$ cat src/rtl/sample_rate_sequencer_if.sv
// Memory fetch handshake plus output-stage bundle for the sample-rate sequencer.
// The master side is the sequencer; the slave side is the memory/DAC environment.
interface sample_rate_sequencer_if #(
    parameter int unsigned DATA_W = 16
);
    logic              rd_req;
    logic              rd_ack;
    logic [DATA_W-1:0] rd_data;
    logic [DATA_W-1:0] sample_out;
    logic              sample_valid;
    logic              underrun;
    logic              s_clk;

    modport master (
        output rd_req,
        input  rd_ack,
        input  rd_data,
        output sample_out,
        output sample_valid,
        output underrun,
        output s_clk
    );

    modport slave (
        input  rd_req,
        output rd_ack,
        output rd_data,
        input  sample_out,
        input  sample_valid,
        input  underrun,
        input  s_clk
    );
endinterface

$ cat src/rtl/sample_rate_sequencer.sv
// Sample-rate sequencer: programmable tick divider, 50 % frame clock and a one-entry
// prefetch buffer that hands a fetched sample to the output stage exactly on each tick.
module sample_rate_sequencer #(
    parameter int unsigned CNT_W  = 14,
    parameter int unsigned DATA_W = 16,
    parameter int unsigned TERM_0 = 2267,
    parameter int unsigned TERM_1 = 4535,
    parameter int unsigned TERM_2 = 9070,
    parameter int unsigned TERM_3 = 12499
) (
    input  logic                    clk,
    input  logic                    reset,
    input  logic                    enable,
    input  logic [1:0]              rate_sel,
    sample_rate_sequencer_if.master bus
);

    typedef enum logic [1:0] {StIdle, StPrime, StWait, StFetch} state_e;

    state_e            state_q, state_d;
    logic [CNT_W-1:0]  cnt_q, cnt_d;
    logic [CNT_W-1:0]  term_q, term_d;
    logic [CNT_W-1:0]  sel_term;
    logic [DATA_W-1:0] sbuf_q, sbuf_d;
    logic [DATA_W-1:0] out_q, out_d;
    logic              valid_q, valid_d;
    logic              under_q, under_d;
    logic              sclk_q, sclk_d;
    logic              req;
    logic              accept;
    logic              counting;
    logic              tick;

    always_comb begin
        case (rate_sel)
            2'd0:    sel_term = CNT_W'(TERM_0);
            2'd1:    sel_term = CNT_W'(TERM_1);
            2'd2:    sel_term = CNT_W'(TERM_2);
            default: sel_term = CNT_W'(TERM_3);
        endcase
    end

    // Buffer occupancy is encoded in the state: WAIT means full, FETCH means empty.
    assign req      = (state_q == StPrime) || (state_q == StFetch);
    assign accept   = req && bus.rd_ack;
    assign counting = (state_q == StWait) || (state_q == StFetch);
    assign tick     = counting && (cnt_q == term_q);

    always_comb begin
        state_d = state_q;
        cnt_d   = cnt_q;
        term_d  = term_q;
        sbuf_d  = sbuf_q;
        out_d   = out_q;
        valid_d = 1'b0;
        under_d = under_q;

        if (!enable) begin
            state_d = StIdle;
            cnt_d   = '0;
        end else begin
            case (state_q)
                StIdle: begin
                    state_d = StPrime;
                    term_d  = sel_term;
                    under_d = 1'b0;
                    cnt_d   = '0;
                end
                StPrime: begin
                    if (accept) begin
                        sbuf_d  = bus.rd_data;
                        state_d = StWait;
                    end
                end
                StWait: begin
                    if (tick) begin
                        out_d   = sbuf_q;
                        valid_d = 1'b1;
                        state_d = StFetch;
                    end
                end
                StFetch: begin
                    if (tick) begin
                        valid_d = 1'b1;
                        // A same-cycle ack bypasses the empty buffer straight to the output.
                        if (accept) begin
                            out_d = bus.rd_data;
                        end else begin
                            under_d = 1'b1;
                        end
                    end else if (accept) begin
                        sbuf_d  = bus.rd_data;
                        state_d = StWait;
                    end
                end
                default: state_d = StIdle;
            endcase

            if (tick) begin
                cnt_d  = '0;
                term_d = sel_term;
            end else if (counting) begin
                cnt_d = cnt_q + 1'b1;
            end
        end

        sclk_d = ((state_d == StWait) || (state_d == StFetch)) && (cnt_d <= (term_d >> 1));
    end

    always_ff @(posedge clk or posedge reset) begin
        if (reset) begin
            state_q <= StIdle;
            cnt_q   <= '0;
            term_q  <= '0;
            sbuf_q  <= '0;
            out_q   <= '0;
            valid_q <= 1'b0;
            under_q <= 1'b0;
            sclk_q  <= 1'b0;
        end else begin
            state_q <= state_d;
            cnt_q   <= cnt_d;
            term_q  <= term_d;
            sbuf_q  <= sbuf_d;
            out_q   <= out_d;
            valid_q <= valid_d;
            under_q <= under_d;
            sclk_q  <= sclk_d;
        end
    end

    assign bus.rd_req       = req;
    assign bus.sample_out   = out_q;
    assign bus.sample_valid = valid_q;
    assign bus.underrun     = under_q;
    assign bus.s_clk        = sclk_q;

endmodule
$ cat src/flat_wrapper.sv
// flat-port wrapper written by rule: the top's interface ports become plain ports
module sample_rate_sequencer_flat 
#(
    parameter int unsigned CNT_W  = 14,
    parameter int unsigned DATA_W = 16,
    parameter int unsigned TERM_0 = 2267,
    parameter int unsigned TERM_1 = 4535,
    parameter int unsigned TERM_2 = 9070,
    parameter int unsigned TERM_3 = 12499
)
  (clk, reset, enable, rate_sel, bus_rd_req, bus_rd_ack, bus_rd_data, bus_sample_out, bus_sample_valid, bus_underrun, bus_s_clk);
  sample_rate_sequencer_if #(.DATA_W(DATA_W)) bus_i ();
  input  logic clk;
  input  logic reset;
  input  logic enable;
  input  logic [1:0] rate_sel;
  output wire logic [$bits(bus_i.rd_req)-1:0] bus_rd_req;
  input wire logic [$bits(bus_i.rd_ack)-1:0] bus_rd_ack;
  input wire logic [$bits(bus_i.rd_data)-1:0] bus_rd_data;
  output wire logic [$bits(bus_i.sample_out)-1:0] bus_sample_out;
  output wire logic [$bits(bus_i.sample_valid)-1:0] bus_sample_valid;
  output wire logic [$bits(bus_i.underrun)-1:0] bus_underrun;
  output wire logic [$bits(bus_i.s_clk)-1:0] bus_s_clk;
  assign bus_rd_req = bus_i.rd_req;
  assign bus_i.rd_ack = bus_rd_ack;
  assign bus_i.rd_data = bus_rd_data;
  assign bus_sample_out = bus_i.sample_out;
  assign bus_sample_valid = bus_i.sample_valid;
  assign bus_underrun = bus_i.underrun;
  assign bus_s_clk = bus_i.s_clk;
  sample_rate_sequencer #(.CNT_W(CNT_W), .DATA_W(DATA_W), .TERM_0(TERM_0), .TERM_1(TERM_1), .TERM_2(TERM_2), .TERM_3(TERM_3)) u_core (.clk(clk), .reset(reset), .enable(enable), .rate_sel(rate_sel), .bus(bus_i));
endmodule
$ cat config.mk
export PLATFORM = sky130hd
export DESIGN_NAME = sample_rate_sequencer_flat
export DESIGN_NICKNAME = d
export VERILOG_FILES = /design/src/rtl/sample_rate_sequencer_if.sv /design/src/rtl/sample_rate_sequencer.sv /design/src/flat_wrapper.sv
export SDC_FILE = /design/constraint.sdc
export NUM_CORES = 1
export LEC_CHECK = 0
export CAP_MARGIN = 5
export CORE_ASPECT_RATIO = 1.5
export CORE_MARGIN = 4
export CORE_UTILIZATION = 57
export DETAILED_ROUTE_END_ITERATION = 6
export GPL_ROUTABILITY_DRIVEN = 0
export GPL_TIMING_DRIVEN = 0
export PLACE_DENSITY = 0.89
export REMOVE_ABC_BUFFERS = 1
export SLEW_MARGIN = 20
export SYNTH_ARGS = -nofsm -noshare
export SYNTH_HDL_FRONTEND = slang
export SYNTH_SLANG_ARGS = --single-unit
export TNS_END_PERCENT = 50
$ cat constraint.sdc
create_clock -name clk -period 4.25 [get_ports clk]
set_input_delay 0.425 -clock clk [delete_from_list [all_inputs] [get_ports clk]]
set_output_delay 0.425 -clock clk [all_outputs]
set_load 0.05 [all_outputs]
* Word level (Yosys, flattened, before mapping)
Index checks and enable logic that the tools add are counted. Widths: inputs -> output; s select.
Storage, ports and cells: output and inout port bits 20, register bits 65, word-level logic and storage cells 67
Operators by class: eq/ne operators 13, $lt $le $gt $ge 1, add/subtract/negate cells 1, reduce and logical (&&, ||, !) cells 17, mux-type cells 26
Operators by type and width (count):
- $mux 14 | 7
- $mux 16 | 5
- $pmux 16 s2 | 2
- $pmux 14 s3 | 1
- $add 14x1->14 const B | 1
- $eq 14x14->1 | 1
- $le 14x13->1 | 1
- $eq 2x2->1 const B | 5
- $mux 2 | 4
- $pmux 2 s4 | 1
- $reduce_bool 2->1 | 4
- $ne 2x1->1 const B | 3
- $mux 1 | 5
- $reduce_and 5->1 | 1
- $eq 2x1->1 const B | 2
- $logic_not 2->1 | 2
- $ne 2x2->1 const B | 2
- $reduce_and 4->1 | 1
- $logic_and 1x1->1 | 3
- $logic_or 1x1->1 | 3
- $reduce_and 3->1 | 1
- $pmux 1 s2 | 1
- $reduce_and 2->1 | 1
- $reduce_or 2->1 | 1

* Logic depth before layout (Yosys ltp)
Gate-level depths: netlist (run 1).
depth in word-level cells 10, depth in mapped cells 14, mapped depth without buffers 13

* Worst setup path after synthesis (run 1)
No wires, ideal clock.
path type reg-to-reg, start register u_core.state_q[0], end register u_core.sclk_q (netlist: u_core.bus.s_clk), arrival 3.054 ns, required time 4.156 ns, library setup time 0.094 ns, slack 1.102 ns, buffers on the path 1, stages on the path, launching flop included 14, path through dfrtp_1 > inv_1 > ha_1 > or2_2 > nand4_1 > o41ai_4 > buf_4 > mux2i_1 > ha_1 > a21o_1 > a211oi_1 > o21ai_0 > o31a_1 > a211oi_1
Between the ends: word-level cells in the longest chain between the ends 10, elaborated cells between the ends (all ways) 25
RTL lines:
- start: declaration | RTL line sample_rate_sequencer.sv:20 | state_e state_q, state_d;
- start signal: assignment | RTL line sample_rate_sequencer.sv:112 | state_q <= StIdle;
- start signal: assignment | RTL line sample_rate_sequencer.sv:121 | state_q <= state_d;
- parallel branches: the longest is 9 deep, another holds $le 14x13->1
- $logic_and 1x1->1 (*) | RTL line sample_rate_sequencer.sv:107 | sclk_d = ((state_d == StWait) || (state_d == StFetch)) && (cnt_d <= (term_d >> 1));
- named net u_core.sclk_d | RTL line sample_rate_sequencer.sv:28 | logic sclk_q, sclk_d;
- end signal: assignment | RTL line sample_rate_sequencer.sv:128 | sclk_q <= sclk_d;
- end: declaration | RTL line sample_rate_sequencer.sv:28
Mark *: on every way through the listed nets, which the timed path passes. The select of a mux whose other input is x is not followed. A chain may end at the register's enable or synchronous reset.

* Worst setup path in the final report (run 1)
start register u_core.state_q[1], end register u_core.sclk_q (netlist: u_core.bus.s_clk)
The elaborated chain is that of the path after synthesis.

==> results.sh, run 1 <==
export IMPL_htreeDepth=3
export IMPL_vias=2620
export IMPL_fillers=444
export IMPL_synth_area_leaders="dfrtp_1, mux2_2, ha_1"
export IMPL_fp_dieH_um=107.2
export IMPL_numCtsBuffers=9
export IMPL_setup_viol=0
export IMPL_critPathTopFamily="compound AO/OA/AOI/OAI gates"
export IMPL_skew_ns=0.006275
export IMPL_finalInstanceArea_um2=4447
export IMPL_syn_area_per_cell_um2=11.72
export IMPL_yosysMostFrequentCell="dfrtp_1"
export IMPL_cts_sinks=65
export IMPL_viasPerCell=5.914
export IMPL_antenna_found_initial=0
export IMPL_slew_viol_final=0
export IMPL_cp_cell_sequence="ha_2, or2_2, nand4_1, o41ai_4, buf_12, mux2i_1, ha_1, a21o_1, a211oi_1, o21ai_0, o31a_1, a211oi_1"
export IMPL_synth_adder_area_share_pct=8.035
export IMPL_ys_async_sr_fraction_pct=100.0
export IMPL_drt_total_wl_um=7963
export IMPL_netlist_area_leader_share_pct=43.52
export IMPL_dpl_cell_count=424
export IMPL_ant_nets=0
export IMPL_wl_per_cell_um=17.98
export IMPL_worstSetupEndpointType="flop"
export IMPL_synth_mux_area_share_pct=18.98
export IMPL_grt_pass1_wl_um=13520
export IMPL_num_rows=35
export IMPL_fin_crit_ns=4.010
export IMPL_start_kind="flop"
export IMPL_synth_top_family_by_area="multiplexers"
export IMPL_syn_area_um2=3737
export IMPL_criticalPathCategory="reg -> reg"
export IMPL_track_usage_pct=22.19
export IMPL_finalCritPeriodShare_pct=94.34
export IMPL_root_buffer="clkbuf_8"
export IMPL_synth_top_area_cell="dfrtp_1"
export IMPL_worst_path_buf_inv=1
export IMPL_clk_latency_ns=0.34
export IMPL_hpwlAfterDp_um=5690
export IMPL_cp_data_required_time_ns=4.49
export IMPL_drc=0
export IMPL_worst_hold_path_type="in -> async"
export IMPL_drive_gt1_share_pct=23.04
export IMPL_powerDensity_nw_per_um2=417.6
export IMPL_max_freq_mhz=249.4
export IMPL_rsz0062_at_grt="no"
export IMPL_synth_cells=319
export IMPL_fp_coreArea_um2=6262
export IMPL_worst_pin_slew_ns=0.9273
export IMPL_dr_pass1_iters=4
export IMPL_peakVddDrop_mv=0.2883
export IMPL_fin_nets=410
export IMPL_p_leak_nw=2.102
export IMPL_setup_ws_ns=0.2404
export IMPL_cp_max_fo=24
export IMPL_synth_edff_count=0
export IMPL_synthXorXnorAreaFrac_pct=4.921
export IMPL_slew_headroom_pct=38.18
export IMPL_n_antenna_cell=0
export IMPL_synthSimpleGateAreaFrac_pct=11.48
export IMPL_area_growth_pct=18.98
export IMPL_synthDistinctLibCells=49
export IMPL_die_w_um=74.12
export IMPL_initial_core_util_pct=59.68
export IMPL_cts_tree="built"
export IMPL_die_area_um2=7943
export IMPL_io_buffer_count=41
export IMPL_path_clk_slew_ns=0.07
export IMPL_place_area_um2=4190
export IMPL_drv_cap=0
export IMPL_synth_seq_cells=65
export IMPL_synth_commonest_cells="dfrtp_1, mux2_2, ha_1"
export IMPL_drt_iter0_markers=167
export IMPL_seq_area_frac_synth_pct=43.52
export IMPL_finalSetupTns_ns=0
export IMPL_cts_hold_buf=0
export IMPL_grt_max_degree=44
export IMPL_synth_compound_area_share_pct=8.805
export IMPL_critical_path_arrival_ns=4.25
export IMPL_pre_cts_ws_ns=-0.4229
export IMPL_grt_pass1_vias=2809
export IMPL_ctsLongestPathBuffers=2
export IMPL_instances_no_fill=443
export IMPL_ys_flop_type="dfrtp_1"
export IMPL_overflow=0
export IMPL_max_stage_delay_ns=0.61
export IMPL_pin_count=42
export IMPL_status="completed"
export IMPL_hold_viol_final=0
export IMPL_synth_warnings=0
export IMPL_slowest_stage="ha_2"
export IMPL_crit_top_cell="a211oi_1"
[through the flow]
stage	power, W	hold slack, ns	util [%]
6_report	0.001857	0.3884	71.01
3_5_place_dp	0.001279	0.4946	66.91
2_1_floorplan	0.001156	0.4767	-
4_1_cts	0.001864	0.3883	71.01
3_3_place_gp	0.001245	0.4853	66.55
5_1_grt	0.001953	0.4210	71.01
[final cells by class]
cell class                 count  area [um2]  area share, %
sequential                    65        1627          36.58
multi-input combinational    220        1954          43.95
timing repair buffer          45       465.4          10.47
clock inverter                 7       95.09          2.138
inverter                      23       88.84          1.998
tap                           74       92.59          2.082
clock buffer                   9       123.9          2.786
[report_power, final]
| part | internal [W] | switching, W | total, W |
|---|---|---|---|
| registers | 0.000733 | 0.0000744 | 0.000808 |
| logic | 0.000255 | 0.000218 | 0.000473 |
| clock network | 0.000330 | 0.000247 | 0.000577 |
[per-layer routing]
| metal | global-route usage [%] | wire length, um | up-vias |
|---|---|---|---|
| met5 | 0 | 0 | - |
| met4 | 10.62 | 323 | 0 |
| met3 | 5.347 | 372 | 30 |
| met2 | 36.42 | 4014 | 93 |
| met1 | 26.77 | 3253 | 1271 |
| li1 | - | - | 1226 |
[path summary, 6_finish.rpt]
check	startpoint	end	slack [ns]	depth (start not counted)
max in group asynchronous	reset	u_core.cnt_q[11]	3.36	3
setup reg to reg	u_core.state_q[1]	u_core.bus.s_clk	0.24	12
hold reg to reg	u_core.sbuf_q[10]	u_core.sbuf_q[10]	0.51	1
min in group clk	u_core.sbuf_q[10]	u_core.sbuf_q[10]	0.51	1
setup / recovery	u_core.state_q[1]	u_core.bus.s_clk	0.24	12
hold / removal	reset	u_core.bus.sample_out[10]	0.39	2
[layout by cell type (no fill, tap or decap), drive strengths merged, types with 2 or more instances in the layout]
cell | Yosys | routed
dfrtp | 65 | 65
clkbuf | 2 | 9
o31ai | 2 | 2
nor2b | 4 | 4
and3 | 9 | 9
ha | 24 | 24
nand4 | 10 | 10
buf | 9 | 4
or2 | 5 | 5
a211oi | 5 | 5
nor4 | 2 | 2
o21ai | 7 | 7
nor2 | 9 | 9
nand3 | 7 | 7
xor2 | 3 | 3
mux2i | 12 | 12
inv | 23 | 23
a21o | 5 | 5
xnor2 | 15 | 15
a21oi | 9 | 9
nor3 | 6 | 6
clkdlybuf4s50 | 0 | 41
nand2b | 2 | 2
bufinv | 0 | 2
mux2 | 49 | 49
o211ai | 4 | 4
clkinv | 0 | 4
nand2 | 17 | 17
[state kept, by name, summed over array words and instances, names as in the netlist]
signal	count
u_core.bus.s_clk	1
u_core.bus.sample_out	16
u_core.bus.sample_valid	1
u_core.bus.underrun	1
u_core.cnt_q	14
u_core.sbuf_q	16
u_core.state_q	2
u_core.term_q	14
[kinds of logic after synthesis]
kind of cell | after synthesis
AOI/OAI and AO/OA | 42
xor gates and xnor gates | 18
adders and majority gates | 24
buffers and inverters | 34
DFF | 65
muxes | 61
and+or+nand+nor | 75
[what timing repair did]
item / 4_1_cts / 5_1_grt
resized for setup: 1 / 0
setup buffers: 3 / 0
endpoints found under the setup margin: 1 / 0
Power figures use the tool's default switching activity.
==> inputs of run 2 (changes only) <==
Settings changed: CTS_CLUSTER_DIAMETER set to 30.
==> results of run 2 <==
Same layout as run 1: the final DEF is identical, and so are final timing and power.
==> inputs of run 3 (changes only) <==
Settings changed: PLACE_DENSITY 0.89 to 0.9.
==> run 3 against run 2 <==
Against the previous run:
- via count is 2.1% higher
- cell count is 0.23% lower
- global-route usage is 0.52 points higher
- total power hardly changed
- sequential power hardly changed
- hold slack worse by 0.0092 ns
- setup slack better by 0.12 ns
- non-clock buffer count stayed put
- combinational power is 3% higher
- flip-flop and latch count stayed put
- register-to-register slack better by 0.12 ns
- maximum frequency is 3.2% higher
- critical endpoint unchanged
==> results.sh, run 3 (synthesized netlist as in run 1, its figures left out) <==
export IMPL_root_buffer="clkbuf_8"
export IMPL_cp_data_required_time_ns=4.48
export IMPL_critical_path_arrival_ns=4.12
export IMPL_p_total_w=0.001856
export IMPL_drv_cap=0
export IMPL_rsz0062_at_grt="no"
export IMPL_ant_nets=0
export IMPL_slew_viol_final=0
export IMPL_fin_crit_ns=3.886
export IMPL_final_core_util_pct=71.41
export IMPL_criticalPathCategory="reg -> reg"
export IMPL_hpwlAfterDp_um=5768
export IMPL_cts_sinks=65
export IMPL_worstSetupEndpointType="flop"
export IMPL_drive_gt1_share_pct=22.83
export IMPL_fp_coreArea_um2=6262
export IMPL_wl_per_cell_um=18.58
export IMPL_overflow=0
export IMPL_num_rows=35
export IMPL_die_area_um2=7943
export IMPL_worst_path_buf_inv=0
export IMPL_n_antenna_cell=0
export IMPL_worst_pin_slew_ns=0.8803
export IMPL_fp_dieH_um=107.2
export IMPL_dr_pass1_iters=4
export IMPL_cp_cell_sequence="xnor2_1, nand4_1, nor4_4, nand2_1, and3_1, ha_1, a21o_1, a211oi_1, o21ai_0, o31a_1, a211oi_1"
export IMPL_final_cell_mix="dfrtp_1, clkdlybuf4s50_1, mux2_2"
export IMPL_track_usage_pct=22.71
export IMPL_hold_viol_final=0
export IMPL_vias=2674
export IMPL_max_stage_delay_ns=0.62
export IMPL_area_growth_pct=19.65
export IMPL_p_leak_nw=2.112
export IMPL_pin_count=42
export IMPL_whs_ns=0.3792
export IMPL_fillers=409
export IMPL_viasPerCell=6.050
export IMPL_path_clk_slew_ns=0.07
export IMPL_powerDensity_nw_per_um2=414.9
export IMPL_drt_iter0_markers=247
export IMPL_ctsLongestPathBuffers=2
export IMPL_cts_hold_buf=0
export IMPL_die_w_um=74.12
export IMPL_critPathTopFamily="simple AND/OR/NAND/NOR gates"
export IMPL_slew_headroom_pct=41.32
export IMPL_drt_total_wl_um=8213
export IMPL_drc=0
export IMPL_grt_pass1_wl_um=13950
export IMPL_crit_top_cell="a211oi_1"
export IMPL_htreeDepth=3
export IMPL_slowest_stage="nor4_4"
export IMPL_fin_nets=410
export IMPL_grt_pass1_vias=2962
export IMPL_cp_max_fo=11
export IMPL_peakVddDrop_mv=0.3310
export IMPL_max_freq_mhz=257.3
export IMPL_initial_core_util_pct=59.68
export IMPL_cts_tree="built"
export IMPL_setup_viol=0
export IMPL_finalCritPeriodShare_pct=91.45
export IMPL_final_common_cell="dfrtp_1"
export IMPL_grt_max_degree=55
export IMPL_start_kind="flop"
export IMPL_io_buffer_count=41
export IMPL_numCtsBuffers=9
export IMPL_antenna_found_initial=0
export IMPL_clk_latency_ns=0.33
export IMPL_worst_hold_path_type="in -> async"
export IMPL_skew_ns=0.008143
export IMPL_status="completed"
## run 3: changes by cell type in the layout (fill, tap and decap cells not counted), sizes merged
| cell | change |
|---|---|
| clkbuf | +4 |
| clkinv | -3 |
| bufinv | -1 |
| clkinvlp | -1 |
## run 3: worst reg2reg max path, stage by stage (launching register included)
cell and delay, ns:
dfrtp_1 0.47, xnor2_1 0.21, nand4_1 0.32, nor4_4 0.62
nand2_1 0.39, and3_1 0.32, ha_1 0.32, a21o_1 0.19
a211oi_1 0.26, o21ai_0 0.15, o31a_1 0.32, a211oi_1 0.22
## run 3: repair_timing
action | CTS | global route
setup buffers | 3 | 0
setup endpoints to repair | 1 | 1
gates cloned | 0 | 0
pin swaps | 1 | 0
resized for setup | 1 | 1
## run 3: area by class of cell
| class | instances | area (um2) | area share, % |
|---|---|---|---|
| Clock buffer | 13 | 178.9 | 4.001 |
| Multi-Input combinational cell | 220 | 1964 | 43.93 |
| Tap cell | 74 | 92.59 | 2.071 |
| Timing Repair Buffer | 45 | 485.5 | 10.86 |
| Clock inverter | 2 | 35.03 | 0.7834 |
| Inverter | 23 | 88.84 | 1.987 |
| Sequential cell | 65 | 1627 | 36.37 |
## run 3: through the flow
stage | setup TNS [ns] | setup slack, ns | std cells | cell area (um2)
2_1_floorplan | 0 | 0.4269 | 308 | 3665
3_3_place_gp | -0.3882 | -0.3882 | 423 | 4168
3_5_place_dp | -0.4459 | -0.4459 | 424 | 4198
4_1_cts | 0 | 0.1813 | 442 | 4462
5_1_grt | 0 | 0.1331 | 442 | 4472
6_report | 0 | 0.3635 | 442 | 4472
## run 3: report_power, final
group | switching [W] | internal (W) | total (W)
registers | 0.0000769 | 0.000733 | 0.000810
clock network | 0.000228 | 0.000331 | 0.000559
logic | 0.000225 | 0.000261 | 0.000486
## run 3: worst paths after layout
kind | start | end | slack [ns] | cells after the start
max in group asynchronous | reset | u_core.sbuf_q[1] | 3.38 | 3
max reg2reg | u_core.cnt_q[1] | u_core.bus.s_clk | 0.36 | 11
min in group clk | u_core.sbuf_q[6] | u_core.sbuf_q[6] | 0.51 | 1
min | reset | u_core.sbuf_q[0] | 0.38 | 2
min reg2reg | u_core.sbuf_q[6] | u_core.sbuf_q[6] | 0.51 | 1
max | u_core.cnt_q[1] | u_core.bus.s_clk | 0.36 | 11
## run 3: layer usage
layer  track usage (%)  part of all wire, %  up-vias  routed length [um]
li1                  -                    -     1228                   -
met1             26.99                   39     1309                3167
met2             37.56                   52      105                4276
met3             4.503                  4.6       32                 381
met4             12.44                  4.7        0                 388
met5                 0                    0        -                   0
